[src/rtl/tamagotchi_pkg.sv]
// Shared constants for the tamagotchi input path: channel indices, event code
// layout and the per-button state encoding.
package tamagotchi_pkg;

  localparam int unsigned CH_HEAL  = 0;
  localparam int unsigned CH_ALI   = 1;
  localparam int unsigned CH_RST   = 2;
  localparam int unsigned CH_TST   = 3;
  localparam int unsigned CH_ULTRA = 4;
  localparam int unsigned CH_TILT  = 5;

  localparam int unsigned CH_IDX_W   = 3;
  localparam int unsigned EVT_CODE_W = CH_IDX_W + 1;

  typedef enum logic [1:0] {
    ST_IDLE      = 2'd0,
    ST_HELD      = 2'd1,
    ST_LONG_DONE = 2'd2
  } btn_state_t;

  // Event code layout: {long flag, channel index}
  function automatic logic [EVT_CODE_W-1:0] evt_code(input logic is_long,
                                                      input logic [CH_IDX_W-1:0] ch);
    return {is_long, ch};
  endfunction

endpackage

[src/rtl/input_conditioner_if.sv]
// Encoded button-event handshake between input_conditioner (master) and its
// consumer (slave).
interface input_conditioner_if;
  import tamagotchi_pkg::*;

  logic                  evt_valid_o;
  logic [EVT_CODE_W-1:0] evt_code_o;
  logic                  evt_ack_i;

  modport master (output evt_valid_o, output evt_code_o, input evt_ack_i);
  modport slave  (input evt_valid_o, input evt_code_o, output evt_ack_i);

endinterface

[src/rtl/input_conditioner_debounce_ch.sv]
// One input channel: 2-flop synchroniser, polarity fix, debounce and press FSM.
// Long-press detection exists only when INPUT_COND_LONGPRESS_EN is defined.
module debounce_ch
  import tamagotchi_pkg::*;
#(
  parameter int unsigned DEB_CYCLES  = 1000000,
  parameter int unsigned LONG_CYCLES = 150000000,
  parameter bit          ACT_LOW     = 1'b0
) (
  input  logic clk,
  input  logic rst,
  input  logic raw,
  output logic level,
  output logic press,
  output logic long_pulse
);

  localparam int unsigned DW = (DEB_CYCLES > 1) ? $clog2(DEB_CYCLES) : 1;
  localparam logic [DW-1:0] DEB_LAST = DW'(DEB_CYCLES - 1);

  logic          sync1, sync2, cond;
  logic [DW-1:0] deb_cnt;
  btn_state_t    state, state_nxt;
  logic          press_nxt;

  // Synchronisers reset to the released raw level so a reset never looks like a press
  always_ff @(posedge clk or posedge rst) begin
    if (rst) begin
      sync1 <= ACT_LOW;
      sync2 <= ACT_LOW;
    end else begin
      sync1 <= raw;
      sync2 <= sync1;
    end
  end

  assign cond = sync2 ^ ACT_LOW;

  always_ff @(posedge clk or posedge rst) begin
    if (rst) begin
      deb_cnt <= '0;
      level   <= 1'b0;
    end else if (cond == level) begin
      deb_cnt <= '0;
    end else if (deb_cnt == DEB_LAST) begin
      deb_cnt <= '0;
      level   <= cond;
    end else begin
      deb_cnt <= deb_cnt + DW'(1);
    end
  end

`ifdef INPUT_COND_LONGPRESS_EN
  localparam int unsigned HW = (LONG_CYCLES > 1) ? $clog2(LONG_CYCLES) : 1;
  localparam logic [HW-1:0] HOLD_LAST = HW'(LONG_CYCLES - 1);

  logic [HW-1:0] hold_cnt;
  logic          long_nxt;

  // Saturates at HOLD_LAST and stays there through LONG_DONE
  always_ff @(posedge clk or posedge rst) begin
    if (rst) begin
      hold_cnt <= '0;
    end else if (state == ST_IDLE) begin
      hold_cnt <= '0;
    end else if (hold_cnt != HOLD_LAST) begin
      hold_cnt <= hold_cnt + HW'(1);
    end
  end

  always_ff @(posedge clk or posedge rst) begin
    if (rst) begin
      long_pulse <= 1'b0;
    end else begin
      long_pulse <= long_nxt;
    end
  end
`else
  assign long_pulse = 1'b0;
`endif

  always_ff @(posedge clk or posedge rst) begin
    if (rst) begin
      state <= ST_IDLE;
      press <= 1'b0;
    end else begin
      state <= state_nxt;
      press <= press_nxt;
    end
  end

  always_comb begin
    state_nxt = state;
    press_nxt = 1'b0;
`ifdef INPUT_COND_LONGPRESS_EN
    long_nxt  = 1'b0;
`endif
    case (state)
      ST_IDLE: begin
        if (level) begin
          state_nxt = ST_HELD;
          press_nxt = 1'b1;
        end
      end
      ST_HELD: begin
        if (!level) begin
          state_nxt = ST_IDLE;
`ifdef INPUT_COND_LONGPRESS_EN
        end else if (hold_cnt == HOLD_LAST) begin
          state_nxt = ST_LONG_DONE;
          long_nxt  = 1'b1;
`endif
        end
      end
`ifdef INPUT_COND_LONGPRESS_EN
      ST_LONG_DONE: begin
        if (!level) begin
          state_nxt = ST_IDLE;
        end
      end
`endif
      default: state_nxt = ST_IDLE;
    endcase
  end

endmodule

[src/rtl/input_conditioner.sv]
// Button/sensor front end: per-channel debounce plus a pending-event queue with
// fixed priority (long before press, low channel first). Option: INPUT_COND_LONGPRESS_EN.
module input_conditioner
  import tamagotchi_pkg::*;
#(
  parameter int unsigned     N_CH         = 6,
  parameter int unsigned     DEB_CYCLES   = 1000000,
  parameter int unsigned     LONG_CYCLES  = 150000000,
  parameter logic [N_CH-1:0] ACT_LOW_MASK = 6'b001111
) (
  input  logic                clk,
  input  logic                rst,
  input  logic [N_CH-1:0]     raw_i,
  output logic [N_CH-1:0]     level_o,
  output logic [N_CH-1:0]     press_o,
  output logic [N_CH-1:0]     long_o,
  input_conditioner_if.master evt
);

  logic [N_CH-1:0]       pend_press, press_clr;
  logic [EVT_CODE_W-1:0] code;
  logic                  found;

  for (genvar g = 0; g < N_CH; g++) begin : g_ch
    debounce_ch #(
      .DEB_CYCLES (DEB_CYCLES),
      .LONG_CYCLES(LONG_CYCLES),
      .ACT_LOW    (ACT_LOW_MASK[g])
    ) u_ch (
      .clk       (clk),
      .rst       (rst),
      .raw       (raw_i[g]),
      .level     (level_o[g]),
      .press     (press_o[g]),
      .long_pulse(long_o[g])
    );
  end

`ifdef INPUT_COND_LONGPRESS_EN
  logic [N_CH-1:0] pend_long, long_clr;

  always_ff @(posedge clk or posedge rst) begin
    if (rst) begin
      pend_long <= '0;
    end else begin
      pend_long <= (pend_long & ~long_clr) | long_o;
    end
  end
`endif

  // Set wins over a same-cycle ack so a fresh event on the acked bit survives
  always_ff @(posedge clk or posedge rst) begin
    if (rst) begin
      pend_press <= '0;
    end else begin
      pend_press <= (pend_press & ~press_clr) | press_o;
    end
  end

  always_comb begin
    found     = 1'b0;
    code      = '0;
    press_clr = '0;
`ifdef INPUT_COND_LONGPRESS_EN
    long_clr  = '0;
    for (int unsigned i = 0; i < N_CH; i++) begin
      if (!found && pend_long[i]) begin
        found       = 1'b1;
        code        = evt_code(1'b1, CH_IDX_W'(i));
        long_clr[i] = evt.evt_ack_i;
      end
    end
`endif
    for (int unsigned i = 0; i < N_CH; i++) begin
      if (!found && pend_press[i]) begin
        found        = 1'b1;
        code         = evt_code(1'b0, CH_IDX_W'(i));
        press_clr[i] = evt.evt_ack_i;
      end
    end
  end

  assign evt.evt_valid_o = found;
  assign evt.evt_code_o  = code;

endmodule

[src/flat_wrapper.sv]
// flat-port wrapper written by rule: the top's interface ports become plain ports
module input_conditioner_flat import tamagotchi_pkg::*;
#(
  parameter int unsigned     N_CH         = 6,
  parameter int unsigned     DEB_CYCLES   = 1000000,
  parameter int unsigned     LONG_CYCLES  = 150000000,
  parameter logic [N_CH-1:0] ACT_LOW_MASK = 6'b001111
)
  (clk, rst, raw_i, level_o, press_o, long_o, evt_evt_valid_o, evt_evt_code_o, evt_evt_ack_i);
  input_conditioner_if evt_i ();
  input  logic clk;
  input  logic rst;
  input  logic [N_CH-1:0] raw_i;
  output logic [N_CH-1:0] level_o;
  output logic [N_CH-1:0] press_o;
  output logic [N_CH-1:0] long_o;
  output wire logic [$bits(evt_i.evt_valid_o)-1:0] evt_evt_valid_o;
  output wire logic [$bits(evt_i.evt_code_o)-1:0] evt_evt_code_o;
  input wire logic [$bits(evt_i.evt_ack_i)-1:0] evt_evt_ack_i;
  assign evt_evt_valid_o = evt_i.evt_valid_o;
  assign evt_evt_code_o = evt_i.evt_code_o;
  assign evt_i.evt_ack_i = evt_evt_ack_i;
  input_conditioner #(.N_CH(N_CH), .DEB_CYCLES(DEB_CYCLES), .LONG_CYCLES(LONG_CYCLES), .ACT_LOW_MASK(ACT_LOW_MASK)) u_core (.clk(clk), .rst(rst), .raw_i(raw_i), .level_o(level_o), .press_o(press_o), .long_o(long_o), .evt(evt_i));
endmodule
[config.mk]
export PLATFORM = sky130hd
export DESIGN_NAME = input_conditioner_flat
export DESIGN_NICKNAME = d
export VERILOG_FILES = /design/src/rtl/tamagotchi_pkg.sv /design/src/rtl/input_conditioner_if.sv /design/src/rtl/input_conditioner_debounce_ch.sv /design/src/rtl/input_conditioner.sv /design/src/flat_wrapper.sv
export SDC_FILE = /design/constraint.sdc
export NUM_CORES = 1
export LEC_CHECK = 0
export ABC_AREA = 1
export BUFFER_PORTS_ARGS = -buffer_cell sky130_fd_sc_hd__buf_2
export CAP_MARGIN = 10
export CORE_UTILIZATION = 55
export CTS_BUF_LIST = sky130_fd_sc_hd__clkbuf_16
export CTS_CLUSTER_DIAMETER = 120
export DETAILED_ROUTE_END_ITERATION = 12
export PLACE_DENSITY_LB_ADDON = 0.15
export REMOVE_ABC_BUFFERS = 1
export SLEW_MARGIN = 15
export SYNTH_ARGS = -nofsm -noshare
export SYNTH_HDL_FRONTEND = slang
export SYNTH_SLANG_ARGS = --single-unit
[constraint.sdc]
create_clock -name clk -period 13.8 [get_ports clk]
set_input_delay 0.69 -clock clk [delete_from_list [all_inputs] [get_ports clk]]
set_output_delay 0.69 -clock clk [all_outputs]
set_load 0.02 [all_outputs]
==> results of run 1 <==
==> cells by family (layout without fill, tap and decap cells) <==
kind of cell | after synthesis | after routing | synth area share
DFF | 156 | 156 | 0.470
and+or+nand+nor | 613 | 613 | 0.339
xor gates and xnor gates | 77 | 77 | 0.0828
other | 1 | 7 | 0.000451
buffers and inverters | 129 | 162 | 0.0673
AOI/OAI and AO/OA | 33 | 33 | 0.0223
adders and majority gates | 12 | 12 | 0.0180
==> flip-flops by register name, indices dropped and copies added, names as in the netlist <==
| name | flops |
|---|---|
| u_core.g_ch.u_ch.level | 6 |
| u_core.g_ch.u_ch.sync1 | 6 |
| u_core.g_ch.u_ch.sync2 | 4 |
| u_core.g_ch.u_ch.state | 6 |
| u_core.g_ch.u_ch.press | 6 |
| u_core.g_ch.u_ch.cond | 2 |
| u_core.pend_press | 6 |
| u_core.g_ch.u_ch.deb_cnt | 120 |
==> worst max-delay path, stage by stage, from the launching register on <==
cell	delay (ns)
dfrtp_1	0.40
nor2_1	0.18
nand2_1	0.13
nor2_1	0.17
nand2_1	0.09
nand3_1	0.11
buf_2	0.18
==> routing by layer <==
layer | track usage | vias to the layer above
li1 | - | 3229
met1 | 0.300 | 2860
met4 | 0.0660 | 0
met2 | 0.349 | 80
met5 | 0 | -
met3 | 0.0582 | 17
==> metrics by stage <==
| stage | total power, uW | hold WS [ns] | worst slack [ns] | utilization | cell area, um^2 |
|---|---|---|---|---|---|
| 2_1_floorplan | 506 | 0.331 | 8.92 | - | 8180 |
| 3_3_place_gp | 518 | 0.332 | 11.62 | 0.583 | 8540 |
| 3_5_place_dp | 518 | 0.337 | 11.60 | 0.583 | 8540 |
| 4_1_cts | 974 | 0.345 | 11.43 | 0.622 | 9110 |
| 5_1_grt | 1000 | 0.340 | 11.29 | 0.622 | 9110 |
| 6_report | 963 | 0.354 | 11.43 | 0.622 | 9110 |
==> area by class of cell <==
class	count	area, um^2	share of cell area
clock buffer	17	425	0.0467
clock inverter	15	148	0.0162
inverter	105	399	0.0438
multi-input combinational	742	3870	0.425
sequential	156	3910	0.429
tap	184	230	0.0253
timing repair buffer	25	128	0.0140
==> cells in the final DEF, fill, tap and decap left out, types with 2 or more instances in the layout <==
cell,netlist,final
nor2_1,255,255
nand2_1,155,155
dfrtp_1,148,148
nand3_1,104,104
inv_1,101,101
xor2_1,40,40
xnor2_1,35,35
buf_2,4,24
nand2_2,21,21
clkbuf_16,0,17
nor2_4,16,16
nor2_2,15,15
nand4_1,13,13
a21oi_1,13,13
ha_1,12,12
nand3_2,10,10
o21ai_0,8,8
nor3_1,8,8
dfstp_2,8,8
conb_1,1,7
o21bai_1,5,5
and2_1,5,5
o21ai_1,4,4
inv_2,4,4
inv_6,0,4
nor3b_1,3,3
nand3b_1,3,3
clkinvlp_4,0,3
nor3b_2,2,2
xnor2_2,2,2
clkinv_1,0,2
bufinv_16,0,2
clkinv_4,0,2
clkinv_2,0,2
==> worst max path at each step <==
stage | end | slack (ns) | depth (start not counted)
3_5_place_dp | u_core.g_ch[1].u_ch.deb_cnt[12] | 11.60 | 3
6_report | evt_evt_code_o[0] | 11.43 | 6
2_1_floorplan | u_core.g_ch[0].u_ch.deb_cnt[0] | 8.92 | 1
5_1_grt | evt_evt_code_o[0] | 11.29 | 6
4_1_cts | evt_evt_code_o[0] | 11.43 | 6
3_3_place_gp | u_core.g_ch[1].u_ch.deb_cnt[4] | 11.62 | 3
==> power by group through the flow <==
stage / Sequential [uW] / Clock [uW] / Combinational, uW
2_1_floorplan: 478 / 0 / 28.3
6_report: 470 / 454 / 38.8
5_1_grt: 471 / 485 / 45.3
3_5_place_dp: 479 / 0 / 39.9
3_3_place_gp: 478 / 0 / 39.5
4_1_cts: 470 / 463 / 40.1
==> impl_metrics.csv, run 1 <==
group,metric,value,unit
run,max-cap-violations,0,
cts,clk_latency,0.43,ns
cts,cts-buffers-inserted,17,
cts,cts_tree,"yes",
timing,report.final.slew_viol_count,0,
logic_synthesis,synth_area_leaders,"dfrtp_1 44%, nor2_1 12%, nand2_1 7.0%",
cells_and_area,nNetsFinal,1068,
timing,tns,0,ns
power,leakagePower,0.00392,uW
floorplan,rows,44,
critical_path,r2r_end,"u_core.g_ch[5].u_ch.deb_cnt[5]",
drt,wl,15.5,mm
power,p_per_area,106,nW/um^2
min_path,worstHoldStart,"u_core.g_ch[1].u_ch.sync1",
floorplan,dieArea,15600,um^2
floorplan,io_pins,32,
cts,cts-root-buf,"clkbuf_16",
cts,clockBufferDepth,2,
logic_synthesis,synth_most_common_cell,"nor2_1",
run_status,violations,"design-rule violations",
power,combPwrFrac,0.040,
logic_synthesis,ys_warn_count,0,
timing,period_share,0.172,
power,p_seq_frac,0.489,
drt,top_layer,"met4",
critical_path,critPathLaunchType,"flop",
power,power_frac_clock,0.471,
timing,fmax,421,MHz
logic_synthesis,syn-cell-area,8320,um^2
place,port_buffers,24,
global_routing,grt_max_degree,112,
logic_synthesis,synth_top_area_share,0.445,
cts,clk_pin_slew,0.06,ns
drt,wl_met2,7.32,mm
global_routing,grt_pass1_vias,5942,
cts,cts_resized,0,
place,hpwl,11.3,mm
cells_and_area,layoutNonFillerInstCount,1244,
cells_and_area,diodes,0,
logic_synthesis,netlist_top_cells_count,"255 x nor2_1, 155 x nand2_1, 148 x dfrtp_1, 104 x nand3_1, 101 x inv_1",
timing,min_period,2.37,ns
critical_path,cp-end-kind,"output port",
cts,postCtsSetupBuffers,0,
min_path,min_path_type,"reg -> reg",
timing,rsz0062_at_grt,"no",
cells_and_area,syn_to_final_growth,9.52,%
drt,dr_wl_met3,558,um
floorplan,coreArea,14600,um^2
cts,hold_buffers,0,
global_routing,grt_pass1_wl,27.5,mm
critical_path,critPathLaunch,"u_core.pend_press[1]",
timing,setup_viol,0,
timing,worst_pin_slew,0.961,ns
power,p_int,740,uW
power,power_switching,222,uW
global_routing,grtUsageTotal,0.221,
drt,drc,4,
critical_path,critPathRequiredTime,13.11,ns
floorplan,die_y,125,um
global_routing,antenna_found_initial,0,
min_path,hold_depth,0,
timing,hold_viol_final,0,
critical_path,critPathArrivalTime,1.68,ns
critical_path,r2r_setup_slack,12.23,ns
run_status,status,"finished, violations left",
timing,finalClockSkew,0.00687,ns
logic_synthesis,netlist_instances,1021,
logic_synthesis,yosys.area.top_type,"dfrtp_1",
logic_synthesis,synth-edff-count,0,
timing,maxSlewHeadroom,0.359,
drt,drtIter0Drc,382,
drt,drt-met1-wl,7.48,mm
logic_synthesis,syn_area_per_cell,8.15,um^2
critical_path,r2r_start,"u_core.g_ch[5].u_ch.deb_cnt[0]",
drt,wl_per_cell,12.5,um
cells_and_area,fill_cells,1321,
logic_synthesis,synthArstFlopShare,1.00,
drt,drtPass1Iterations,9,
critical_path,crit_type,"reg -> out",
logic_synthesis,synth_seq_cells,156,
critical_path,cp_max_fo,3,
logic_synthesis,seq_area_frac_synth,0.470,
floorplan,die_x,125,um
global_routing,grt_overflow,0,
cts,htree_num_levels,4,
critical_path,r2r.worst_path.cells,8,
min_path,min_to,"u_core.g_ch[1].u_ch.sync2",
floorplan,start_util,0.568,
drt,postRouteAntennaNets,0,
logic_synthesis,yosysUniqueCellTypes,35,
place,placed_cells,1212,
place,place_congestion,0.901,
logic_synthesis,synthFlopType,"dfrtp_1",
drt,routed_via_density,4.97,
power,peakVddDrop,0.116,mV
drt,vias,6186,
cells_and_area,drive_above_1_share,0.129,
cts,cts_sinks,156,
power,swShare,0.231,
(Power assumes the default switching activity.)
==> inputs of run 2 (changes only) <==
clock period = 2.1 ns   (was 13.8 ns; I/O delays follow)
==> impl_metrics.csv, run 2 (synthesis results as in run 1) <==
group,metric,value,unit
drt,wl_per_cell,12.2,um
critical_path,critPathRequiredTime,2.00,ns
floorplan,die_x,125,um
cts,clk_pin_slew,0.06,ns
critical_path,critPathLaunch,"u_core.pend_press[1]",
power,peakVddDrop,0.955,mV
drt,drtPass1Iterations,9,
global_routing,grt_max_degree,58,
critical_path,r2r.worst_path.cells,8,
cells_and_area,nNetsFinal,1078,
cells_and_area,top_register,"u_core.g_ch.u_ch.deb_cnt",
cts,cts-buffers-inserted,17,
power,p_per_area,696,nW/um^2
critical_path,cp-end-kind,"output port",
run_status,violations,"design-rule violations",
cells_and_area,syn_to_final_growth,11.3,%
min_path,min_path_type,"in -> async",
timing,rsz0062_at_grt,"no",
drt,postRouteAntennaNets,0,
floorplan,die_y,125,um
global_routing,antenna_found_initial,0,
timing,period_share,0.842,
place,place_congestion,0.872,
run,max-cap-violations,0,
global_routing,grtUsageTotal,0.221,
cells_and_area,largest_reg_flops,120,
critical_path,critPathLaunchType,"flop",
timing,fin_ws,0.331,ns
global_routing,grt_pass1_vias,5972,
critical_path,r2r_setup_slack,0.56,ns
critical_path,crit_type,"reg -> out",
drt,vias,6254,
cells_and_area,drive_above_1_share,0.131,
place,placed_cells,1214,
timing,worst_pin_slew,0.511,ns
drt,wl,15.3,mm
cells_and_area,multiInputGateArea,3870,um^2
power,leakagePower,0.00399,uW
timing,fmax,565,MHz
place,hpwl,11.2,mm
timing,hold_viol_final,0,
timing,report.final.slew_viol_count,0,
critical_path,r2r_start,"u_core.g_ch[5].u_ch.deb_cnt[0]",
cts,cts_resized,0,
floorplan,start_util,0.568,
drt,drtIter0Drc,383,
cells_and_area,regArea,3910,um^2
timing,finalClockSkew,0.0106,ns
place,port_buffers,24,
timing,min_period,1.77,ns
cells_and_area,final_common_cell,"nor2_1",
cells_and_area,diodes,0,
place,pre_cts_ws,0.587,ns
run_status,status,"finished, violations left",
cells_and_area,fill_cells,1290,
cells_and_area,final_cell_mix,"255 x nor2_1, 155 x nand2_1, 148 x dfrtp_1",
floorplan,dieArea,15600,um^2
timing,setup_viol,0,
floorplan,io_pins,32,
timing,maxSlewHeadroom,0.659,
cts,htree_num_levels,4,
critical_path,r2r_end,"u_core.g_ch[5].u_ch.deb_cnt[6]",
drt,routed_via_density,4.99,
critical_path,critPathArrivalTime,1.66,ns
critical_path,cp_max_fo,3,
cts,clk_latency,0.43,ns
global_routing,grt_pass1_wl,27.4,mm
cts,clockBufferDepth,2,
floorplan,rows,44,
global_routing,grt_overflow,0,
cts,cts-root-buf,"clkbuf_16",
cells_and_area,layoutNonFillerInstCount,1254,
cts,cts_sinks,156,
floorplan,coreArea,14600,um^2
drt,drc,4,
cts,cts_tree,"yes",
-- run 2: worst max-delay path: stages (launching register included) --
cell	delay [ns]
dfrtp_1	0.39
nor2_1	0.20
nand2_1	0.13
nor2_1	0.18
nand2_1	0.09
nand3_1	0.09
buf_2	0.17
-- run 2: layout make-up --
class | count | share of cell area
well taps | 184 | 0.0249
clock inverters | 15 | 0.0188
repair buffers | 35 | 0.0267
inverters | 105 | 0.0431
multi-input cells | 742 | 0.418
clock buffers | 17 | 0.0459
flip-flops and latches | 156 | 0.423
-- run 2: worst max-delay path by stage --
stage	to
4_1_cts	evt_evt_code_o[0]
3_3_place_gp	u_core.g_ch[5].u_ch.deb_cnt[0]
3_5_place_dp	u_core.g_ch[5].u_ch.deb_cnt[6]
5_1_grt	evt_evt_code_o[0]
2_1_floorplan	u_core.g_ch[0].u_ch.deb_cnt[0]
6_report	evt_evt_code_o[0]
-- run 2: layer usage --
| metal | vias up | track usage | share of wire |
|---|---|---|---|
| li1 | 3242 | - | - |
| met1 | 2887 | 0.297 | 0.48 |
| met2 | 109 | 0.349 | 0.46 |
| met3 | 16 | 0.0646 | 0.042 |
| met4 | 0 | 0.0653 | 0.013 |
| met5 | - | 0 | 0 |
-- run 2: repair_timing --
action | 4_1_cts | 5_1_grt
endpoints found under the hold margin | 58 | 0
buffers inserted | 0 | 0
hold buffers | 8 | 0
-- run 2: power breakdown --
part | internal, uW | switching (uW)
Sequential | 3060 | 36.3
Combinational | 82.1 | 190
Clock | 1860 | 1220
Total | 5000 | 1450
-- run 2: per-stage QoR --
step / utilization / setup TNS [ns] / hold WS [ns] / power (uW) / instance area (um^2)
final: 0.632 / 0 / 0.272 / 6450 / 9260
after global routing: 0.632 / 0 / 0.292 / 6700 / 9260
after CTS: 0.632 / 0 / 0.285 / 6520 / 9260
after detailed placement: 0.586 / 0 / 0.200 / 3410 / 8580
after global placement: 0.586 / 0 / 0.201 / 3410 / 8580
after floorplan: - / -333.71 / 0.109 / 3320 / 8180
